==> src/rtl/seg7_pkg.sv <==
// Shared types and the hex-to-segment table for the 4-digit 7-segment scan controller.
package seg7_pkg;

    // Scan phase within one digit slot: all-off gap, then the lit digit.
    typedef enum logic [0:0] {
        BLANK = 1'b0,
        SHOW  = 1'b1
    } scan_state_t;

    // Display word: per-digit decimal points on top, four hex nibbles below.
    typedef struct packed {
        logic [3:0]  dp;
        logic [15:0] data;
    } disp_word_t;

    localparam logic [19:0] DISP_WORD_CLEAR = 20'h0_0000;

    // Active-high g..a pattern for one hex nibble.
    function automatic logic [6:0] hex_to_seg(input logic [3:0] nibble);
        logic [6:0] seg;
        case (nibble)
            4'h0:    seg = 7'h3F;
            4'h1:    seg = 7'h06;
            4'h2:    seg = 7'h5B;
            4'h3:    seg = 7'h4F;
            4'h4:    seg = 7'h66;
            4'h5:    seg = 7'h6D;
            4'h6:    seg = 7'h7D;
            4'h7:    seg = 7'h07;
            4'h8:    seg = 7'h7F;
            4'h9:    seg = 7'h6F;
            4'hA:    seg = 7'h77;
            4'hB:    seg = 7'h7C;
            4'hC:    seg = 7'h39;
            4'hD:    seg = 7'h5E;
            4'hE:    seg = 7'h79;
            4'hF:    seg = 7'h71;
            default: seg = 7'h00;
        endcase
        return seg;
    endfunction

endpackage

==> src/rtl/seg7_hex_decode.sv <==
// Combinational nibble + decimal point to active-high {dp, g..a} pattern.
module seg7_hex_decode (
    input  logic [3:0] nibble_i,
    input  logic       dp_i,
    output logic [7:0] pattern_o
);
    import seg7_pkg::*;

    // Look up the segment pattern and place the decimal point on bit 7.
    always_comb begin
        pattern_o = {dp_i, hex_to_seg(nibble_i)};
    end

endmodule

==> src/rtl/seg7_scan_controller.sv <==
// Time-multiplexed 4-digit 7-segment scan controller with a double-buffered
// display word that is only swapped at frame boundaries, and a blanking gap
// at the start of every digit slot to suppress ghosting.
module seg7_scan_controller #(
    parameter int unsigned DIVIDER          = 131072,
    parameter int unsigned BLANK_CYCLES     = 1024,
    parameter bit          SEG_ACTIVE_LOW   = 1'b1,
    parameter bit          DIGIT_ACTIVE_LOW = 1'b1
) (
    input  logic        clock,
    input  logic        reset,
    input  logic        enable,
    input  logic        load,
    input  logic [15:0] dataIn,
    input  logic [3:0]  dpIn,
    output logic [7:0]  segment,
    output logic [3:0]  digit,
    output logic        frameDone,
    output logic        updatePending
);
    import seg7_pkg::*;

    localparam int unsigned      CNT_W      = (DIVIDER > 32'd1) ? $clog2(DIVIDER) : 32'd1;
    localparam logic [CNT_W-1:0] LAST_CNT   = CNT_W'(DIVIDER - 32'd1);
    localparam logic [CNT_W-1:0] BLANK_LAST = CNT_W'((BLANK_CYCLES == 32'd0) ? 32'd0 : (BLANK_CYCLES - 32'd1));
    localparam logic [CNT_W-1:0] CNT_ONE    = CNT_W'(32'd1);
    // With no blanking gap every slot (and every restart) begins directly in SHOW.
    localparam scan_state_t      START_STATE = (BLANK_CYCLES == 32'd0) ? SHOW : BLANK;
    localparam logic [7:0]       SEG_OFF    = SEG_ACTIVE_LOW ? 8'hFF : 8'h00;
    localparam logic [3:0]       DIGIT_OFF  = DIGIT_ACTIVE_LOW ? 4'hF : 4'h0;

    scan_state_t      state_q, state_d;
    logic [1:0]       index_q, index_d;
    logic [CNT_W-1:0] count_q, count_d;
    disp_word_t       active_q, active_d;
    disp_word_t       shadow_q, shadow_d;
    logic             pending_q, pending_d;
    logic [7:0]       segment_q, segment_d;
    logic [3:0]       digit_q, digit_d;
    logic             frame_done_q, frame_done_d;

    logic             boundary_s;
    logic             commit_s;
    disp_word_t       load_word_s;
    logic [3:0]       nibble_s;
    logic             dp_s;
    logic [7:0]       pattern_s;
    logic [3:0]       onehot_s;

    // Last SHOW cycle of digit 3 is the frame boundary; while disabled the
    // display is dark, so buffered data may be committed at any time.
    always_comb begin
        boundary_s  = enable && (state_q == SHOW) && (index_q == 2'd3) && (count_q == LAST_CNT);
        commit_s    = boundary_s || !enable;
        load_word_s = {dpIn, dataIn};
    end

    // Scan sequencer: BLANK gap, SHOW dwell, advance digit index at slot end.
    always_comb begin
        state_d = state_q;
        index_d = index_q;
        count_d = count_q;
        if (!enable) begin
            state_d = START_STATE;
            index_d = 2'd0;
            count_d = '0;
        end else begin
            case (state_q)
                BLANK: begin
                    count_d = count_q + CNT_ONE;
                    if (count_q == BLANK_LAST) begin
                        state_d = SHOW;
                    end else begin
                        state_d = BLANK;
                    end
                end
                SHOW: begin
                    if (count_q == LAST_CNT) begin
                        count_d = '0;
                        index_d = index_q + 2'd1;
                        state_d = START_STATE;
                    end else begin
                        count_d = count_q + CNT_ONE;
                    end
                end
                default: begin
                    state_d = START_STATE;
                    index_d = 2'd0;
                    count_d = '0;
                end
            endcase
        end
    end

    // Double buffer: loads land in the shadow and are promoted on commit; a
    // load coinciding with a commit goes straight to the active word.
    always_comb begin
        shadow_d  = shadow_q;
        active_d  = active_q;
        pending_d = pending_q;
        if (load) begin
            shadow_d = load_word_s;
            if (commit_s) begin
                active_d  = load_word_s;
                pending_d = 1'b0;
            end else begin
                pending_d = 1'b1;
            end
        end else if (commit_s && pending_q) begin
            active_d  = shadow_q;
            pending_d = 1'b0;
        end else begin
            pending_d = pending_q;
        end
    end

    // Pick the nibble and decimal point for the digit currently scanned.
    always_comb begin
        case (index_q)
            2'd0:    begin nibble_s = active_q.data[15:12]; dp_s = active_q.dp[0]; end
            2'd1:    begin nibble_s = active_q.data[11:8];  dp_s = active_q.dp[1]; end
            2'd2:    begin nibble_s = active_q.data[7:4];   dp_s = active_q.dp[2]; end
            2'd3:    begin nibble_s = active_q.data[3:0];   dp_s = active_q.dp[3]; end
            default: begin nibble_s = 4'h0;                 dp_s = 1'b0;           end
        endcase
        onehot_s = 4'b0001 << index_q;
    end

    seg7_hex_decode u_hex_decode (
        .nibble_i  (nibble_s),
        .dp_i      (dp_s),
        .pattern_o (pattern_s)
    );

    // Output stage: lit only in SHOW while enabled; polarity applied after decode.
    always_comb begin
        if (enable && (state_q == SHOW)) begin
            segment_d = SEG_ACTIVE_LOW ? ~pattern_s : pattern_s;
            digit_d   = DIGIT_ACTIVE_LOW ? ~onehot_s : onehot_s;
        end else begin
            segment_d = SEG_OFF;
            digit_d   = DIGIT_OFF;
        end
        frame_done_d = boundary_s;
    end

    // State, buffer and output registers; reset forces everything dark and clear.
    always_ff @(posedge clock or posedge reset) begin
        if (reset) begin
            state_q      <= START_STATE;
            index_q      <= 2'd0;
            count_q      <= '0;
            active_q     <= DISP_WORD_CLEAR;
            shadow_q     <= DISP_WORD_CLEAR;
            pending_q    <= 1'b0;
            segment_q    <= SEG_OFF;
            digit_q      <= DIGIT_OFF;
            frame_done_q <= 1'b0;
        end else begin
            state_q      <= state_d;
            index_q      <= index_d;
            count_q      <= count_d;
            active_q     <= active_d;
            shadow_q     <= shadow_d;
            pending_q    <= pending_d;
            segment_q    <= segment_d;
            digit_q      <= digit_d;
            frame_done_q <= frame_done_d;
        end
    end

    assign segment       = segment_q;
    assign digit         = digit_q;
    assign frameDone     = frame_done_q;
    assign updatePending = pending_q;

endmodule

==> config.mk <==
export PLATFORM = sky130hd
export DESIGN_NAME = seg7_scan_controller
export DESIGN_NICKNAME = d
export VERILOG_FILES = /design/src/rtl/seg7_pkg.sv /design/src/rtl/seg7_hex_decode.sv /design/src/rtl/seg7_scan_controller.sv
export SDC_FILE = /design/constraint.sdc
export NUM_CORES = 1
export LEC_CHECK = 0
export BUFFER_PORTS_ARGS = -buffer_cell sky130_fd_sc_hd__buf_2
export CORE_ASPECT_RATIO = 1.75
export CORE_MARGIN = 2
export CORE_UTILIZATION = 58
export DETAILED_ROUTE_END_ITERATION = 16
export HOLD_SLACK_MARGIN = 0.1
export PLACE_DENSITY = 0.85
export SLEW_MARGIN = 0
export SYNTH_ARGS = -nofsm -noshare
export SYNTH_HDL_FRONTEND = slang
export SYNTH_SLANG_ARGS = --single-unit
==> constraint.sdc <==
create_clock -name clock -period 3.3 [get_ports clock]
set_input_delay 0.495 -clock clock [delete_from_list [all_inputs] [get_ports clock]]
set_output_delay 0.495 -clock clock [all_outputs]
set_load 0.03 [all_outputs]
Yosys cells after proc, flatten, opt, wreduce, memory -nomap -nowiden
Memory sizes are Yosys's and may differ from the RTL's.
Cells that the tools add are included.
{"block": "totals", "reg_bits": 74, "memories": 1, "rom_bits": 112, "in_bits": 24, "wordCells": 56, "output_inout_bits": 14}
{"block": "classes", "n_mux": 20, "bitwise_logic": 3, "n_addsub": 2, "n_eq_ne": 8, "n_shift": 1, "n_reduce_logical": 10}
{"memory": "(name not given)", "words": 16, "word_bits": 7, "read_ports": 1, "rd_clocked_by_memory_dff": 0, "wr": 0, "line_no": "seg7_pkg.sv:21", "text": "case (nibble)"}
{"operator": "$mux W20", "n": 3}
{"operator": "$mux W17", "n": 2}
{"operator": "$pmux W17 S2", "n": 1}
{"operator": "$add A17 B1 Y17 const B", "n": 1}
{"operator": "$eq A17 B10 Y1 const B", "n": 1}
{"operator": "$eq A17 B17 Y1 const B", "n": 1}
{"operator": "$pmux W4 S4", "n": 1}
{"operator": "$mux W8", "n": 1}
{"operator": "$not A8 Y8", "n": 1}
{"operator": "$mux W1", "n": 6}
{"operator": "$mux W2", "n": 3}
{"operator": "$ne A2 B1 Y1 const B", "n": 3}
{"operator": "$eq A2 B2 Y1 const B", "n": 2}
{"operator": "$logic_and A1 B1 Y1", "n": 4}
{"operator": "$mux W4", "n": 1}
{"operator": "$not A4 Y4", "n": 1}
{"operator": "$pmux W1 S4", "n": 1}
{"operator": "$reduce_and A2 Y1", "n": 2}
{"operator": "$shl A1 B2 Y4 const A", "n": 1}
{"operator": "$add A2 B1 Y2 const B", "n": 1}
{"operator": "$eq A2 B1 Y1 const B", "n": 1}
{"operator": "$logic_not A2 Y1", "n": 1}
{"operator": "$pmux W1 S2", "n": 1}
{"operator": "$reduce_bool A2 Y1", "n": 1}
{"operator": "other kinds (3)", "n": 3}

Depth between registers and ports, before layout
{"block": "logic_depth", "ltp_word": 7, "mapped_depth": 10, "ltp_nobuf": 9}

By module
A second synthesis with hierarchy kept.
{"block": "unflattened", "hier_cells": 276, "area_unflattened_um2": 3429.5}
{"module": "seg7_scan_controller", "cells_each": 242, "instances": 1, "area_each_um2": 3131.8, "seq_area_each_um2": 1866.8}
{"module": "seg7_hex_decode", "cells_each": 34, "instances": 1, "area_each_um2": 297.8, "seq_area_each_um2": 0.0}

Worst setup path after synthesis
OpenSTA, ideal clock, no wires.
{"block": "synth_path", "path_type": "reg2reg", "startpoint": "register count_q[6]", "endpoint": "register active_q[10] (netlist name)", "required_time_ns": 3.175, "synth_period_minus_slack_ns": 2.479, "path_buffers": 1, "arrival_ns": 2.354, "setup_ns": 0.125, "setup_slack_ns": 0.821, "path_stages_with_launch": 10, "path_cell_list": "dfrtp_1 > and4_1 > and4_1 > nor3b_2 > and3_1 > ha_1 > nand3_1 > a21oi_2 > buf_2 > mux2_2"}
{"block": "synth_via", "elab_chain_cells": 6, "word_cells_on_any_way": 7, "cone_classes": "eq/ne: 2; reduce/logical: 5"}
{"element": "start, declared", "line_no": "seg7_scan_controller.sv:34", "text": "logic [CNT_W-1:0] count_q, count_d;"}
{"element": "start signal, assigned", "line_no": "seg7_scan_controller.sv:162", "text": "count_q <= count_d;"}
{"element": "$eq A17 B17 Y1 (*)", "line_no": "seg7_scan_controller.sv:53", "text": "boundary_s = enable && (state_q == SHOW) && (index_q == 2'd3) && (count_q == LAST_CNT);"}
{"element": "$logic_and A1 B1 Y1 (*)", "line_no": "seg7_scan_controller.sv:53"}
{"element": "$logic_or A1 B1 Y1 (*)", "line_no": "seg7_scan_controller.sv:54", "text": "commit_s = boundary_s || !enable;"}
{"element": "$logic_and A1 B1 Y1", "line_no": "seg7_scan_controller.sv:109", "text": "end else if (commit_s && pending_q) begin"}
{"element": "$reduce_bool A2 Y1 (no line)"}
{"element": "$reduce_and A2 Y1 (no line) (*)"}
{"element": "end signal, assigned", "line_no": "seg7_scan_controller.sv:163", "text": "active_q <= active_d;"}
{"element": "end, declared", "line_no": "seg7_scan_controller.sv:35", "text": "disp_word_t active_q, active_d;"}
Every way passes the cells marked *; elsewhere a longest branch is shown, timed or not.
A chain may end at the register's enable or synchronous reset.

Worst setup path in the final report
{"block": "layout_path", "startpoint": "register count_q[6]", "endpoint": "register active_q[0] (netlist name)"}
The elaborated chain is that of the path after synthesis.

==> impl_metrics.toml <==
[run_status]
status = "complete, no violations"

[global_route]
antenna_found_initial = 0
grt_use_met1 = 0.241
busiest_layer = "met2"
overflow = 0
met3_usage = 0.0749
grt_max_degree = 40
grt_pass1_wl_mm = 10.2
grt_pass1_vias = 2248
grt.met2_usage = 0.372
grt_usage = 0.221

[synth]
synth.avg_cell_area_um2 = 12.3
synthCells = 267
yosys_most_used_dff = "dfrtp_1"
synth_nets = 302
yosysSeqAreaShare = 0.568
synth_edf_count = 0
ys_types = 37
ys_seq_elements = 74
ys_async_sr_fraction = 1.00
syn-cell-area_um2 = 3290
ys.warnings.count = 0

[pwr]
p_leak_nw = 1.64
p_total_mw = 2.02
vdd_drop_max_mv = 0.288
power.density_nw_per_um2 = 539

[sta]
period_minus_slack_ps = 2660
worst_slack_ps = 644
setup_violations = 0
rsz0062_at_grt = "no"
relSlewSlack = 0.510
finalClockSkew_ps = 8.16
setup_tns_ps = 0
finalCritPeriodShare = 0.805
finalHoldViolCount = 0
fmax_ghz = 0.377
max_slew.worst_pin.slew_ps = 734
slew_viol_final = 0

[cells_and_area]
syn_to_final_growth_pct = 14.3
n_antenna_cell = 0
utilization = 0.678
final_nets = 341
drive_above_1_share = 0.363
fin_area_um2 = 3760

[critical_path]
critical_path_required_ps = 3530
cp_max_fo = 24
critical_path.endpoint_type = "register"
crit_arrival_ps = 2890
worstSetupPathType = "reg2reg"
critPathLaunchType = "register"

[floorplanning]
io_pins = 38
core_area_um2 = 5540
start_util = 0.593
fp.dieH_um = 104
dieArea_um2 = 6310
num_rows = 36
dieWidth_um = 60.9

[route]
drt_iter0_markers = 104
final_antenna_net_count = 0
viasPerCell = 5.49
vias = 2124
wl_per_cell_um = 15.9
drc = 0
wirelength_mm = 6.15
dr.pass1.iters = 5

[clocking]
cts.clk_slew.worst_paths_ps = 80
ctsHoldBuffers = 0
cts_resized = 0
cts-root-buf = "clkbuf_8"
htree_levels = 3
clock_sinks = 74
clk_latency_ps = 350
clock_path_buffers = 2
postCtsSetupBuffers = 0
cts_inserted_buffers = 9
cts_tree = "yes"

[hold_path]
min_path_type = "in2async"

[place]
placed_cell_area_um2 = 3530
gp_congestion = 0.882
place_ws_ps = 692
dpl.hpwl_mm = 4.41
io_buffers = 37

[job]
maxCapViolCount = 0
state kept, by name, indices dropped and copies added, names as in the netlist:
name	count
segment	8
active_q	20
shadow_q	20
frameDone	1
state_q	1
index_q	2
updatePending	1
digit	4
count_q	17
routing by layer:
metal	wire [µm]	up-vias
met4	132	0
met1	2370	1054
met5	0	-
met2	3420	46
met3	229	14
li1	-	1010
critical path, cell delays in order, from the launching register on:
cell	delay [ps]
dfrtp_1	420
and4_1	260
and4_1	260
nor3b_2	250
and3_1	190
ha_1	210
nand3_1	120
a21oi_2	150
buf_4	290
mux2_2	380
stage by stage:
stage / cells / hold slack, ps
after floorplan: 267 / 468
after global placement: 371 / 478
after detailed placement: 371 / 484
after CTS: 387 / 290
after global routing: 387 / 331
final: 387 / 273
cell usage in the layout (no fill, tap or decap), types with 2 or more instances in the layout:
master,Yosys,final
and3_1,5,5
nand4_1,3,3
clkinvlp_4,0,2
buf_2,3,37
a222oi_1,3,3
and2_1,3,3
clkbuf_8,0,10
xnor2_1,6,6
a21oi_1,8,8
nor3_1,3,3
nor2_1,20,20
dfrtp_1,62,62
inv_1,11,10
nand2_1,22,22
a22oi_1,2,2
xor2_1,9,9
o21ai_0,7,7
and4_1,3,3
nand3_1,8,8
bufinv_16,0,2
mux2_2,38,38
nor4_1,2,2
ha_1,11,11
dfstp_2,12,12
a31oi_1,5,5
a22o_1,2,2
cell families (layout without fill, tap and decap cells):
| kind of cell | after synthesis | after routing | share of synthesized area |
|---|---|---|---|
| and+or+nand+nor | 72 | 72 | 0.107 |
| AOI/OAI and AO/OA | 34 | 34 | 0.0769 |
| adders and majority gates | 11 | 11 | 0.0419 |
| buffers and inverters | 22 | 66 | 0.0320 |
| muxes | 39 | 39 | 0.134 |
| xor gates and xnor gates | 15 | 15 | 0.0400 |
| DFF | 74 | 74 | 0.568 |
synth_stat cells, types with 2 or more instances:
cell       n  area share
mux2_2    38        0.13
nand3_1    8       0.012
dfrtp_1   62        0.47
nor3_1     3      0.0046
nor2_1    20       0.023
xor2_1     9       0.024
nor4_1     2      0.0038
buf_2      3      0.0046
a222oi_1   3      0.0091
inv_1     11       0.013
and4_1     3      0.0080
ha_1      11       0.042
a31oi_1    5      0.0095
a22o_1     2      0.0053
a22oi_1    2      0.0046
and2_1     3      0.0057
nand4_1    3      0.0057
a21oi_1    8       0.012
o21ai_0    7       0.011
dfstp_2   12       0.096
and3_1     5      0.0095
nand2_1   22       0.025
buf_6      2      0.0069
xnor2_1    6       0.016
clkbuf_1   5      0.0057
layout make-up:
type                            count  area (µm²)
Clock buffer                       10         138
Clock inverter                      6        88.8
Fill cell                         406        1780
Inverter                           11        41.3
Multi-Input combinational cell    171        1310
Sequential cell                    74        1870
Tap cell                           76        95.1
Timing Repair Buffer               39         213
final timing paths:
path	start	end	slack [ps]	depth (start not counted)
worst max register to register	count_q[6]$_DFF_PP0_	active_q[0]$_DFFE_PP0P_	640	9
worst max-delay path	count_q[6]$_DFF_PP0_	active_q[0]$_DFFE_PP0P_	640	9
min in group clock	dataIn[2]	shadow_q[2]$_DFFE_PP0P_	390	2
worst min register to register	shadow_q[5]$_DFFE_PP0P_	shadow_q[5]$_DFFE_PP0P_	500	1
max in group asynchronous	reset	segment[7]$_DFF_PP1_	2310	3
worst min-delay path	reset	active_q[6]$_DFFE_PP0P_	270	2
report_power, final:
part	switching [mW]	total, mW	internal (mW)
logic	0.130	0.233	0.103
clock network	0.329	0.776	0.447
registers	0.0348	1.02	0.982
(Power assumes the default switching activity.)
